### src/rtl/perceptron_trainer.sv
// Training sequencer for a 2-input perceptron: sweeps the four input combinations,
// scores Z against a programmable teacher table and stops on convergence or budget.
module perceptron_trainer #(
  parameter logic [3:0] TEACH_FN    = 4'b1101,
  parameter int         HOLD        = 1,
  parameter int         CONV_EPOCHS = 2,
  parameter int         MAX_EPOCHS  = 15
) (
  input  logic       clk,
  input  logic       rst_n,
  input  logic       start,
  input  logic       z,
  output logic       x1,
  output logic       x2,
  output logic       s,
  output logic       busy,
  output logic       done,
  output logic       converged,
  output logic [7:0] epoch,
  output logic [2:0] err_cnt
);

  // state    | meaning
  // ST_IDLE  | after reset, waiting for start
  // ST_RUN   | presenting samples and scoring Z
  // ST_DONE  | run finished, last sample held, waiting for start
  typedef enum logic [1:0] {ST_IDLE, ST_RUN, ST_DONE} state_t;

  localparam logic [3:0] HOLD_LAST = 4'(HOLD - 1);
  localparam logic [3:0] CONV_N    = 4'(CONV_EPOCHS);
  localparam logic [7:0] MAX_N     = 8'(MAX_EPOCHS);

  state_t     state, state_nxt;
  logic [1:0] k, k_inc;
  logic [3:0] hold_cnt;
  logic [2:0] acc, err_total;
  logic [3:0] clean, clean_nxt;
  logic [7:0] epoch_nxt;
  logic       launch, eval, miss, epoch_end, conv_hit, budget_hit, finish;

  assign x1 = k[0];
  assign x2 = k[1];

  always_comb begin
    state_nxt  = state;
    launch     = 1'b0;
    eval       = 1'b0;
    miss       = 1'b0;
    epoch_end  = 1'b0;
    k_inc      = k + 2'd1;
    err_total  = acc;
    clean_nxt  = 4'd0;
    epoch_nxt  = epoch + 8'd1;
    conv_hit   = 1'b0;
    budget_hit = 1'b0;
    finish     = 1'b0;

    launch    = (state != ST_RUN) && start;
    eval      = (state == ST_RUN) && (hold_cnt == 4'd0);
    miss      = eval && (z != s);
    epoch_end = eval && (k == 2'd3);
    err_total = acc + {2'b00, miss};
    clean_nxt = (err_total == 3'd0) ? clean + 4'd1 : 4'd0;
    // convergence takes priority when both limits land on the same epoch
    conv_hit   = epoch_end && (clean_nxt == CONV_N);
    budget_hit = epoch_end && (epoch_nxt == MAX_N);
    finish     = conv_hit || budget_hit;

    case (state)
      ST_IDLE: if (start)  state_nxt = ST_RUN;
      ST_RUN:  if (finish) state_nxt = ST_DONE;
      ST_DONE: if (start)  state_nxt = ST_RUN;
      default:             state_nxt = ST_IDLE;
    endcase
  end

  always_ff @(posedge clk or negedge rst_n) begin
    if (!rst_n) begin
      state <= ST_IDLE;
    end else begin
      state <= state_nxt;
    end
  end

  always_ff @(posedge clk or negedge rst_n) begin
    if (!rst_n) begin
      k         <= 2'd0;
      s         <= 1'b0;
      hold_cnt  <= 4'd0;
      acc       <= 3'd0;
      clean     <= 4'd0;
      epoch     <= 8'd0;
      err_cnt   <= 3'd0;
      busy      <= 1'b0;
      done      <= 1'b0;
      converged <= 1'b0;
    end else if (launch) begin
      k         <= 2'd0;
      s         <= TEACH_FN[0];
      hold_cnt  <= HOLD_LAST;
      acc       <= 3'd0;
      clean     <= 4'd0;
      epoch     <= 8'd0;
      err_cnt   <= 3'd0;
      busy      <= 1'b1;
      done      <= 1'b0;
      converged <= 1'b0;
    end else if (eval) begin
      if (epoch_end) begin
        err_cnt <= err_total;
        epoch   <= epoch_nxt;
        acc     <= 3'd0;
        clean   <= clean_nxt;
      end else begin
        acc <= err_total;
      end
      // on the final edge the sample is frozen so the perceptron sees k = 3
      if (finish) begin
        busy      <= 1'b0;
        done      <= 1'b1;
        converged <= conv_hit;
      end else begin
        k        <= k_inc;
        s        <= TEACH_FN[k_inc];
        hold_cnt <= HOLD_LAST;
      end
    end else if (state == ST_RUN) begin
      hold_cnt <= hold_cnt - 4'd1;
    end
  end

endmodule

### config.mk
export PLATFORM = sky130hd
export DESIGN_NAME = perceptron_trainer
export DESIGN_NICKNAME = d
export VERILOG_FILES = /design/src/rtl/perceptron_trainer.sv
export SDC_FILE = /design/constraint.sdc
export NUM_CORES = 1
export LEC_CHECK = 0
export BUFFER_PORTS_ARGS = -buffer_cell sky130_fd_sc_hd__buf_2
export CAP_MARGIN = 0
export CORE_MARGIN = 8
export CORE_UTILIZATION = 60
export CTS_BUF_LIST = sky130_fd_sc_hd__clkbuf_16
export CTS_CLUSTER_SIZE = 25
export DETAILED_ROUTE_END_ITERATION = 7
export GPL_ROUTABILITY_DRIVEN = 0
export GPL_TIMING_DRIVEN = 1
export HOLD_SLACK_MARGIN = 0.15
export PLACE_DENSITY = 0.8
export SYNTH_ARGS = -nofsm -noshare
export SYNTH_HDL_FRONTEND = slang
export SYNTH_SLANG_ARGS = --single-unit
export TNS_END_PERCENT = 1
### constraint.sdc
create_clock -name clk -period 4.5 [get_ports clk]
set_clock_uncertainty 0.2 [all_clocks]
set_input_delay 0.45 -clock clk [delete_from_list [all_inputs] [get_ports clk]]
set_output_delay 0.45 -clock clk [all_outputs]
set_load 0.01 [all_outputs]
==> flow_metrics.env, run 1 <==
export IMPL_crit_arrival_ns=3.62
export IMPL_path_class="reg2reg"
export IMPL_area_delta_synth_final_pct=14.6
export IMPL_fp_dieW_um=68.5
export IMPL_outcome="finished, final reports clean"
export IMPL_ys_ff_latch=30
export IMPL_hold_viol_final=0
export IMPL_cts_tree="done"
export IMPL_io_pins=21
export IMPL_drt_wl_total_mm=3.84
export IMPL_antenna_left=0
export IMPL_syn_cell_area_um2=1660
export IMPL_grt_ovfl_total=0
export IMPL_cts_max_level=2
export IMPL_cp_slowest_cell="nor3b_1"
export IMPL_first_pass_iters=4
export IMPL_grt_first_pass_wirelength_mm=6.40
export IMPL_vias=1434
export IMPL_powerDensity_nw_per_um2=613
export IMPL_clockRootBuffer="clkbuf_16"
export IMPL_cap_violations=0
export IMPL_rsz0062_at_grt="false"
export IMPL_final_common_cell="dfrtp_1"
export IMPL_grt_pass1_vias=1439
export IMPL_initial_core_util_pct=61.6
export IMPL_end_kind="flop"
export IMPL_layout_common_cells="dfrtp_1, nand2_1, buf_2"
export IMPL_port_buffers=20
export IMPL_ys_seq_area_share_pct=45.4
export IMPL_wl_met2_mm=1.93
export IMPL_dr_first_iter_drc_count=82
export IMPL_grt_max_degree=31
export IMPL_min_path_type="reg2reg"
export IMPL_worstPathRequired_ns=4.44
export IMPL_routedWlPerCell_um=16.7
export IMPL_remaining_drc_errors=0
export IMPL_final_period_utilization_pct=81.8
export IMPL_path_buf_inv=1
export IMPL_design_core_area_um2=2690
export IMPL_cp_max_fo=11
export IMPL_tightestPinTransition_ns=0.652
export IMPL_setup_viol=0
export IMPL_period_needed_ns=3.68
export IMPL_critPathTopFamily="simple AND/OR/NAND/NOR gates"
export IMPL_synth_distinct_cells=41
export IMPL_cpMostUsedCell="ha_1"
export IMPL_post_dp_hpwl_mm=2.67
export IMPL_clk_transition_reported_paths_ns=0.05
export IMPL_slowest_delay_ns=0.50
export IMPL_postSynthAreaPerCell_um2=9.30
export IMPL_n_antenna_cell=0
export IMPL_maxSlewHeadroom_pct=56.4
export IMPL_fp_dieH_um=68.5
export IMPL_wl_met1_mm=1.56
export IMPL_synth_cells=178
export IMPL_highest_layer="met4"
export IMPL_p_leak_nw=0.900
export IMPL_final_layout_size_suffix_gt1_share_pct=15.6
export IMPL_cts_sinks=30
export IMPL_final_setup_tns_ns=0
export IMPL_clk_latency_ns=0.27
export IMPL_max_freq_ghz=0.272
export IMPL_wl_met3_um=242
export IMPL_clk_path_buf_depth=2
export IMPL_cts_resized=0
export IMPL_maxSlewViolCount=0
export IMPL_peakVddDrop_uv=420
export IMPL_via_per_inst=6.23
export IMPL_holdWs_ns=0.284
export IMPL_grt_use_total_pct=18.1
export IMPL_num_rows=19
export IMPL_nNetsFinal=213
export IMPL_startpoint_type="flop"
export IMPL_yosysWarnings=0
export IMPL_syn_nets=191
export IMPL_cts_buffers=5
export IMPL_grt_antenna_before_repair=0
export IMPL_die_area_um2=4700
export IMPL_crit_chain="inv_1 -> ha_1 -> nor3b_1 -> nand2_1 -> nor2_1 -> ha_1 -> ha_1 -> nor3_1 -> nand4_1 -> nand2_1 -> a21oi_2 -> a221o_1"
## tightest hold or removal path: cells and delay by family, from the launching register on
kind | cells | cell delay (ns)
and+or+nand+nor | 2 | 0.11
DFF | 1 | 0.33
## final timing paths
check	slack (ns)	cells after the start	start	to
worst max-delay path	0.82	12	hold_cnt[0]	k[1]
worst min-delay path	0.28	2	done	done
worst max register to register	0.82	12	hold_cnt[0]	k[1]
worst min register to register	0.28	2	done	done
max in group asynchronous	3.13	2	rst_n	hold_cnt[1]
min in group asynchronous	0.55	2	rst_n	epoch[0]
## synthesized netlist by cell type
library cell | number | area share, %
o21bai_1 | 1 | 0.45
o2111ai_2 | 1 | 0.91
o211a_1 | 1 | 0.60
o21ai_0 | 19 | 5.7
clkbuf_1 | 2 | 0.45
o41ai_1 | 2 | 1.1
o31ai_1 | 1 | 0.45
nor3b_1 | 5 | 2.3
buf_6 | 1 | 0.68
nand4_1 | 2 | 0.76
nor3_1 | 6 | 1.8
nand3_1 | 8 | 2.4
o211ai_1 | 2 | 0.91
nor4b_2 | 1 | 0.91
nand2b_1 | 4 | 1.5
o21ai_1 | 2 | 0.60
or3_1 | 1 | 0.38
a21o_1 | 3 | 1.4
inv_1 | 5 | 1.1
o21a_1 | 1 | 0.45
a21oi_2 | 1 | 0.53
dfrtp_1 | 30 | 45
a21oi_1 | 8 | 2.4
a221o_1 | 1 | 0.60
a31oi_1 | 1 | 0.38
nor2b_1 | 2 | 0.76
nor2_1 | 17 | 3.9
and2_1 | 1 | 0.38
and3_1 | 4 | 1.5
nand2_1 | 21 | 4.8
xnor2_1 | 3 | 1.6
xor2_1 | 3 | 1.6
ha_1 | 9 | 6.8
or4_1 | 1 | 0.45
buf_2 | 2 | 0.60
mux2i_1 | 1 | 0.60
a221oi_2 | 1 | 0.91
buf_4 | 1 | 0.45
nand3_2 | 1 | 0.60
a31o_2 | 1 | 0.53
a211oi_1 | 1 | 0.45
## sequential cells by signal (all words and copies together) (netlist names)
register and cells:
acc 3, epoch 8, converged 1, err_cnt 3, done 1, busy 1, s 1, clean 4
state 2, hold_cnt 4, k 2
## cell type report
type                            instances  area, µm²
Multi-Input combinational cell        137        850
Fill cell                             201        790
Sequential cell                        30        751
Clock buffer                            5        125
Timing Repair Buffer                   21        110
Tap cell                               31       38.8
Inverter                                5       18.8
Clock inverter                          1       3.75
## power breakdown
| part | total, mW | leakage (nW) | internal, mW | switching, mW |
|---|---|---|---|---|
| sequential | 0.462 | 0.380 | 0.356 | 0.106 |
| clock | 0.297 | 0.0632 | 0.195 | 0.102 |
| combinational | 0.404 | 0.457 | 0.176 | 0.229 |
| total | 1.16 | 0.900 | 0.726 | 0.437 |
## logic make-up after synthesis
group,after synthesis,share of synthesized area (%)
AO/OA/AOI/OAI,47,18.4
adder cells (fa/ha/maj),9,6.80
flip-flops,30,45.4
multiplexers,1,0.605
AND/OR/NAND/NOR,74,22.4
buffers and inverters,11,3.33
XOR/XNOR,6,3.18
## what timing repair did
action,4_1_cts,5_1_grt
hold buffers,1,0
setup endpoints to repair,0,0
setup buffers,0,0
endpoints found under the hold margin,30,0
## layer usage
| layer | up-vias | track usage (%) |
|---|---|---|
| met3 | 12 | 6.14 |
| met1 | 694 | 19.3 |
| li1 | 676 | - |
| met4 | 0 | 11.3 |
| met2 | 52 | 30.2 |
| met5 | - | 0 |
## stage by stage
stage | instance area [µm²] | std cells | util, % | setup slack, ns | total power [mW]
finish | 1900 | 230 | 70.6 | 0.817 | 1.16
global route | 1900 | 230 | 70.6 | 0.597 | 1.24
CTS | 1900 | 230 | 70.6 | 0.910 | 1.17
detailed placement | 1760 | 223 | 65.4 | 0.952 | 0.860
global placement | 1760 | 223 | 65.4 | 1.25 | 0.823
floorplan | 1660 | 178 | - | 1.52 | 0.734
No activity file was read; power rests on OpenSTA's default activity.
==> inputs of run 2 (changes only) <==
--- a/config.mk
+++ b/config.mk
@@ -5,17 +5,18 @@
 export SDC_FILE = /design/constraint.sdc
 export NUM_CORES = 1
 export LEC_CHECK = 0
+export ABC_AREA = 1
 export BUFFER_PORTS_ARGS = -buffer_cell sky130_fd_sc_hd__buf_2
 export CAP_MARGIN = 0
 export CORE_MARGIN = 8
-export CORE_UTILIZATION = 60
+export CORE_UTILIZATION = 51
 export CTS_BUF_LIST = sky130_fd_sc_hd__clkbuf_16
 export CTS_CLUSTER_SIZE = 25
 export DETAILED_ROUTE_END_ITERATION = 7
 export GPL_ROUTABILITY_DRIVEN = 0
 export GPL_TIMING_DRIVEN = 1
 export HOLD_SLACK_MARGIN = 0.15
-export PLACE_DENSITY = 0.8
+export PLACE_DENSITY = 0.72
 export SYNTH_ARGS = -nofsm -noshare
 export SYNTH_HDL_FRONTEND = slang
 export SYNTH_SLANG_ARGS = --single-unit
==> constraint.sdc (replaced) <==
create_clock -name clk -period 3.2 [get_ports clk]
set_clock_uncertainty 0.2 [all_clocks]
set_input_delay 0.32 -clock clk [delete_from_list [all_inputs] [get_ports clk]]
set_output_delay 0.32 -clock clk [all_outputs]
set_load 0.01 [all_outputs]
==> flow_metrics.env, run 2 <==
export IMPL_fp_dieW_um=74.0
export IMPL_routedWlPerCell_um=12.0
export IMPL_path_class="reg2reg"
export IMPL_powerDensity_nw_per_um2=848
export IMPL_end_kind="flop"
export IMPL_syn_cell_area_um2=1720
export IMPL_worstPathRequired_ns=3.16
export IMPL_grt_max_degree=31
export IMPL_layout_cells_non_filler=290
export IMPL_outcome="finished, final reports clean"
export IMPL_cts_sinks=30
export IMPL_p_clk_share_pct=25.1
export IMPL_design_core_area_um2=3280
export IMPL_p_switching_uw=670
export IMPL_min_path_type="reg2reg"
export IMPL_dr_first_iter_drc_count=118
export IMPL_synth_distinct_cells=26
export IMPL_synth_simple_area_share_pct=32.1
export IMPL_setup_viol=0
export IMPL_combPwrFrac_pct=37.7
export IMPL_synth_top_area_share_pct=43.7
export IMPL_die_area_um2=5480
export IMPL_final_layout_size_suffix_gt1_share_pct=18.0
export IMPL_maxSlewViolCount=0
export IMPL_post_dp_hpwl_mm=2.53
export IMPL_tightestPinTransition_ns=0.662
export IMPL_final_period_utilization_pct=79.8
export IMPL_cts_buffers=5
export IMPL_first_pass_iters=5
export IMPL_synth_compound_area_share_pct=8.59
export IMPL_synthTopCellsByArea="dfrtp_1, nand2_1, ha_1"
export IMPL_ys_seq_area_share_pct=43.7
export IMPL_nNetsFinal=256
export IMPL_initial_core_util_pct=52.3
export IMPL_period_needed_ns=2.55
export IMPL_postSynthAreaPerCell_um2=7.99
export IMPL_clk_path_buf_depth=2
export IMPL_pwr_share_seq_pct=37.2
export IMPL_startpoint_type="flop"
export IMPL_ys_ff_latch=30
export IMPL_max_freq_ghz=0.392
export IMPL_async_flop_share_pct=100
export IMPL_antenna_left=0
export IMPL_via_per_inst=5.06
export IMPL_cp_max_fo=7
export IMPL_post_route_cell_area_um2=2030
export IMPL_grt_use_total_pct=14.2
export IMPL_maxSlewHeadroom_pct=55.9
export IMPL_clockRootBuffer="clkbuf_16"
export IMPL_synth_cells=215
export IMPL_dp_cells=280
export IMPL_yosysMostFrequentCell="nand2_1"
export IMPL_cts_resized=0
export IMPL_layout_common_cells="nand2_1, dfrtp_1, inv_1"
export IMPL_cts_max_level=2
export IMPL_remaining_drc_errors=0
export IMPL_fp_dieH_um=74.0
export IMPL_p_leak_nw=1.04
export IMPL_synth_area_leader_cell="dfrtp_1"
export IMPL_holdWs_ns=0.264
export IMPL_synthTopCellsByCount="nand2_1, dfrtp_1, inv_1"
export IMPL_grt_antenna_before_repair=0
export IMPL_cap_violations=0
export IMPL_grt_pass1_vias=1342
export IMPL_vias=1466
export IMPL_grt_first_pass_wirelength_mm=6.06
export IMPL_final_setup_tns_ns=0
export IMPL_ys_flop_type="dfrtp_1"
export IMPL_hold_viol_final=0
export IMPL_largest_register_ffs=8
export IMPL_n_antenna_cell=0
export IMPL_top_regs="epoch (8), clean (4), hold_cnt (4)"
export IMPL_final_common_cell="nand2_1"
export IMPL_synth_mux_area_fraction_pct=0
export IMPL_p_int_mw=1.05
export IMPL_io_pins=21
export IMPL_clk_transition_reported_paths_ns=0.05
export IMPL_crit_arrival_ns=2.51
export IMPL_synth_adder_area_share_pct=6.55
export IMPL_grt_ovfl_total=0
export IMPL_synth_xor_area_share_pct=2.04
export IMPL_peakVddDrop_uv=367
export IMPL_synth_top_family_by_area="simple AND/OR/NAND/NOR gates"
export IMPL_postPlaceCellArea_um2=1870
export IMPL_cts_tree="done"
export IMPL_area_delta_synth_final_pct=17.9
export IMPL_drt_wl_total_mm=3.49
export IMPL_swShare_pct=39.0
export IMPL_rsz0062_at_grt="false"
export IMPL_clk_latency_ns=0.27
export IMPL_regMostFlops="epoch"
export IMPL_syn_nets=228
export IMPL_port_buffers=20
export IMPL_yosysWarnings=0
export IMPL_num_rows=21
export IMPL_synth_edf_count=0
-- run 2: worst paths after layout --
| kind | start | endpoint | slack (ns) | depth (start not counted) |
|---|---|---|---|---|
| worst max-delay path | hold_cnt[0] | converged | 0.65 | 16 |
| worst min-delay path | busy | busy | 0.26 | 2 |
| worst max register to register | hold_cnt[0] | converged | 0.65 | 16 |
| worst min register to register | busy | busy | 0.26 | 2 |
| max in group asynchronous | rst_n | clean[0] | 1.95 | 2 |
| min in group asynchronous | rst_n | epoch[6] | 0.41 | 2 |
-- run 2: area by class of cell --
class | count | area (µm²)
sequential | 30 | 751
tap | 46 | 57.6
inverter | 30 | 113
timing repair buffer | 22 | 120
fill | 288 | 1260
clock inverter | 3 | 12.5
multi-input combinational | 154 | 847
clock buffer | 5 | 125
-- run 2: per-stage QoR --
stage | util, % | worst slack, ns | power (mW)
after detailed placement | 56.9 | 0.684 | 1.30
after floorplan | - | 0.862 | 1.10
after CTS | 61.7 | 0.633 | 1.74
final | 61.7 | 0.647 | 1.72
after global placement | 56.9 | 0.755 | 1.29
after global routing | 61.7 | 0.448 | 1.87
-- run 2: critical path, cell delays in order, from the launching register on --
cell	delay, ns
dfrtp_1	0.36
inv_1	0.08
ha_1	0.22
nand3_2	0.11
nor2_1	0.05
ha_1	0.18
ha_1	0.29
nor2_1	0.11
nand3_1	0.12
inv_1	0.11
nand3_1	0.07
inv_1	0.10
nand3_4	0.12
nand2_1	0.13
inv_2	0.06
nand3_1	0.08
nand2_1	0.06
-- run 2: power groups by stage --
stage               registers (mW)  clock network, mW  logic, mW
global route                 0.661              0.460      0.747
CTS                          0.638              0.440      0.660
detailed placement           0.642                  0      0.653
global placement             0.639                  0      0.648
floorplan                    0.653                  0      0.449
finish                       0.639              0.431      0.649
-- run 2: kinds of logic after synthesis --
kind of cell               after synthesis
and+or+nand+nor                        115
buffers and inverters                   31
DFF                                     30
AOI/OAI and AO/OA                       26
adders and majority gates                9
xor gates and xnor gates                 4
-- run 2: metal layers --
layer / track usage [%] / part of all wire, % / up-vias
li1: - / - / 755
met1: 18.9 / 49 / 657
met2: 21.2 / 43 / 48
met3: 4.58 / 7.5 / 6
met5: 0 / 0 / -
met4: 3.99 / 1.1 / 0
-- run 2: repair_timing --
action	CTS	global route
endpoints found under the hold margin	31	0
buffers inserted	0	0
hold buffers	2	0
==> inputs of run 3 (changes only) <==
==> constraint.sdc (replaced) <==
create_clock -name clk -period 2.1 [get_ports clk]
set_clock_uncertainty 0.2 [all_clocks]
set_input_delay 0.21 -clock clk [delete_from_list [all_inputs] [get_ports clk]]
set_output_delay 0.21 -clock clk [all_outputs]
set_load 0.01 [all_outputs]
==> flow_metrics.env, run 3 (synthesis gave the netlist of run 2 again) <==
export IMPL_nFillCells=250
export IMPL_p_total_mw=3.24
export IMPL_via_per_inst=4.99
export IMPL_r2r_start="hold_cnt[1]"
export IMPL_initial_core_util_pct=52.3
export IMPL_end_kind="flop"
export IMPL_cts_buffers=5
export IMPL_clk_path_buf_depth=2
export IMPL_post_dp_hpwl_mm=2.81
export IMPL_max_freq_ghz=0.439
export IMPL_peakVddDrop_uv=685
export IMPL_fp_dieW_um=74.0
export IMPL_clk_transition_reported_paths_ns=0.05
export IMPL_final_layout_size_suffix_gt1_share_pct=32.3
export IMPL_grt_use_total_pct=16.4
export IMPL_grt_max_degree=31
export IMPL_area_delta_synth_final_pct=35.3
export IMPL_cp_slowest_cell="dfrtp_1"
export IMPL_top_regs="epoch (8), clean (4), hold_cnt (4)"
export IMPL_utilization_pct=70.8
export IMPL_fp_dieH_um=74.0
export IMPL_dr_first_iter_drc_count=99
export IMPL_startpoint_type="flop"
export IMPL_routedWlPerCell_um=12.7
export IMPL_setup_viol=15
export IMPL_slowest_delay_ns=0.39
export IMPL_vias=1571
export IMPL_largest_register_ffs=8
export IMPL_final_period_utilization_pct=108
export IMPL_antenna_left=0
export IMPL_drt_wl_total_mm=4.01
export IMPL_grt_pass1_vias=1565
export IMPL_dpl_worst_slack_ns=-0.200
export IMPL_grt_ovfl_total=0
export IMPL_clockRootBuffer="clkbuf_16"
export IMPL_port_buffers=20
export IMPL_first_pass_iters=4
export IMPL_regArea_um2=751
export IMPL_clk_latency_ns=0.28
export IMPL_num_rows=21
export IMPL_die_area_um2=5480
export IMPL_cap_violations=0
export IMPL_violations="negative setup slack"
export IMPL_worstHoldStart="done"
export IMPL_powerDensity_nw_per_um2=1390
export IMPL_grt_first_pass_wirelength_mm=6.95
export IMPL_rrSetupSlack_ns=-0.18
export IMPL_path_class="reg2reg"
export IMPL_regMostFlops="epoch"
export IMPL_cts_tree="done"
export IMPL_tightestPinTransition_ns=0.657
export IMPL_period_needed_ns=2.28
export IMPL_cts_sinks=30
export IMPL_outcome="complete, but fails checks"
export IMPL_multi_input_area_um2=927
export IMPL_cp_max_fo=5
export IMPL_startpoint="hold_cnt[1]"
export IMPL_p_leak_nw=1.17
export IMPL_final_common_cell="nand2_1"
export IMPL_layout_setup_ws_ns=-0.177
export IMPL_timing_rr_end="k[0]"
export IMPL_whs_path_depth=2
export IMPL_n_antenna_cell=0
export IMPL_layout_common_cells="nand2_1, dfrtp_1, buf_4"
export IMPL_remaining_drc_errors=0
export IMPL_io_pins=21
export IMPL_reg2reg_depth=15
export IMPL_hold_viol_final=0
export IMPL_rsz0062_at_grt="true"
export IMPL_grt_antenna_before_repair=0
export IMPL_cts_max_level=2
export IMPL_worstPathRequired_ns=2.06
export IMPL_final_setup_tns_ns=-1.81
export IMPL_crit_chain="inv_2 -> ha_4 -> nand3_4 -> nor2_2 -> ha_2 -> ha_4 -> nor2_4 -> nand3_4 -> inv_2 -> nand3_2 -> inv_2 -> nand3_4 -> buf_6 -> nand4_1 -> nand2_1"
export IMPL_min_path_type="reg2reg"
export IMPL_maxSlewViolCount=0
export IMPL_hold_end="done"
export IMPL_nNetsFinal=281
export IMPL_maxSlewHeadroom_pct=56.2
export IMPL_design_core_area_um2=3280
export IMPL_crit_arrival_ns=2.24
run 3: cell types whose count changed in the layout (fill, tap and decap cells not counted), moves of 3 or more:
cell     previous run  this run
buf_4               0        24
inv_1              26        21
nor2_2              2         5
inv_2               5         9
nor2_1             17        12
ha_1                9         6
o21ai_0            12         9
o21ai_1             1         4
run 3: worst max-delay path: cells and delay by family, from the launching register on:
family	cells	cell delay [ns]
adders and majority gates	3	0.55
DFF	1	0.39
and+or+nand+nor	8	0.64
buffers and inverters	4	0.39
run 3: worst max path at each step:
stage	to	cells past startpoint
finish	k[0]	15
detailed placement	s	15
CTS	s	14
global route	k[1]	15
floorplan	converged	16
global placement	converged	16
run 3: through the flow:
stage                     std cells  hold slack [ns]  instance area, µm²
final                           315            0.281                2320
after global routing            315            0.312                2320
after CTS                       312            0.283                2290
after detailed placement        298           0.0868                2030
after global placement          298           0.0834                2030
after floorplan                 215           -0.286                1740
run 3: cell type report:
| cell class | count | share of cell area, % |
|---|---|---|
| inverter | 30 | 4.84 |
| clock buffer | 5 | 5.38 |
| sequential | 30 | 32.3 |
| clock inverter | 3 | 1.72 |
| tap | 46 | 2.48 |
| timing repair buffer | 47 | 13.4 |
| multi-input combinational | 154 | 39.9 |
run 3: repair_timing:
action	in CTS	in global routing
endpoints found under the hold margin	32	0
gates resized for setup	15	3
endpoints found under the setup margin	12	15
hold buffers	2	0
pin swaps	13	3
buffers inserted	4	3
run 3: layer usage:
metal | share of wire, % | global-route usage [%]
met1 | 47 | 20.1
met2 | 47 | 26.1
met3 | 4.0 | 4.18
met4 | 2.0 | 7.76
met5 | 0 | 0
run 3: report_power, final:
| group | internal, mW | switching, mW | leakage (nW) |
|---|---|---|---|
| clock network | 0.553 | 0.245 | 0.0836 |
| registers | 0.773 | 0.168 | 0.392 |
| logic | 0.692 | 0.805 | 0.693 |
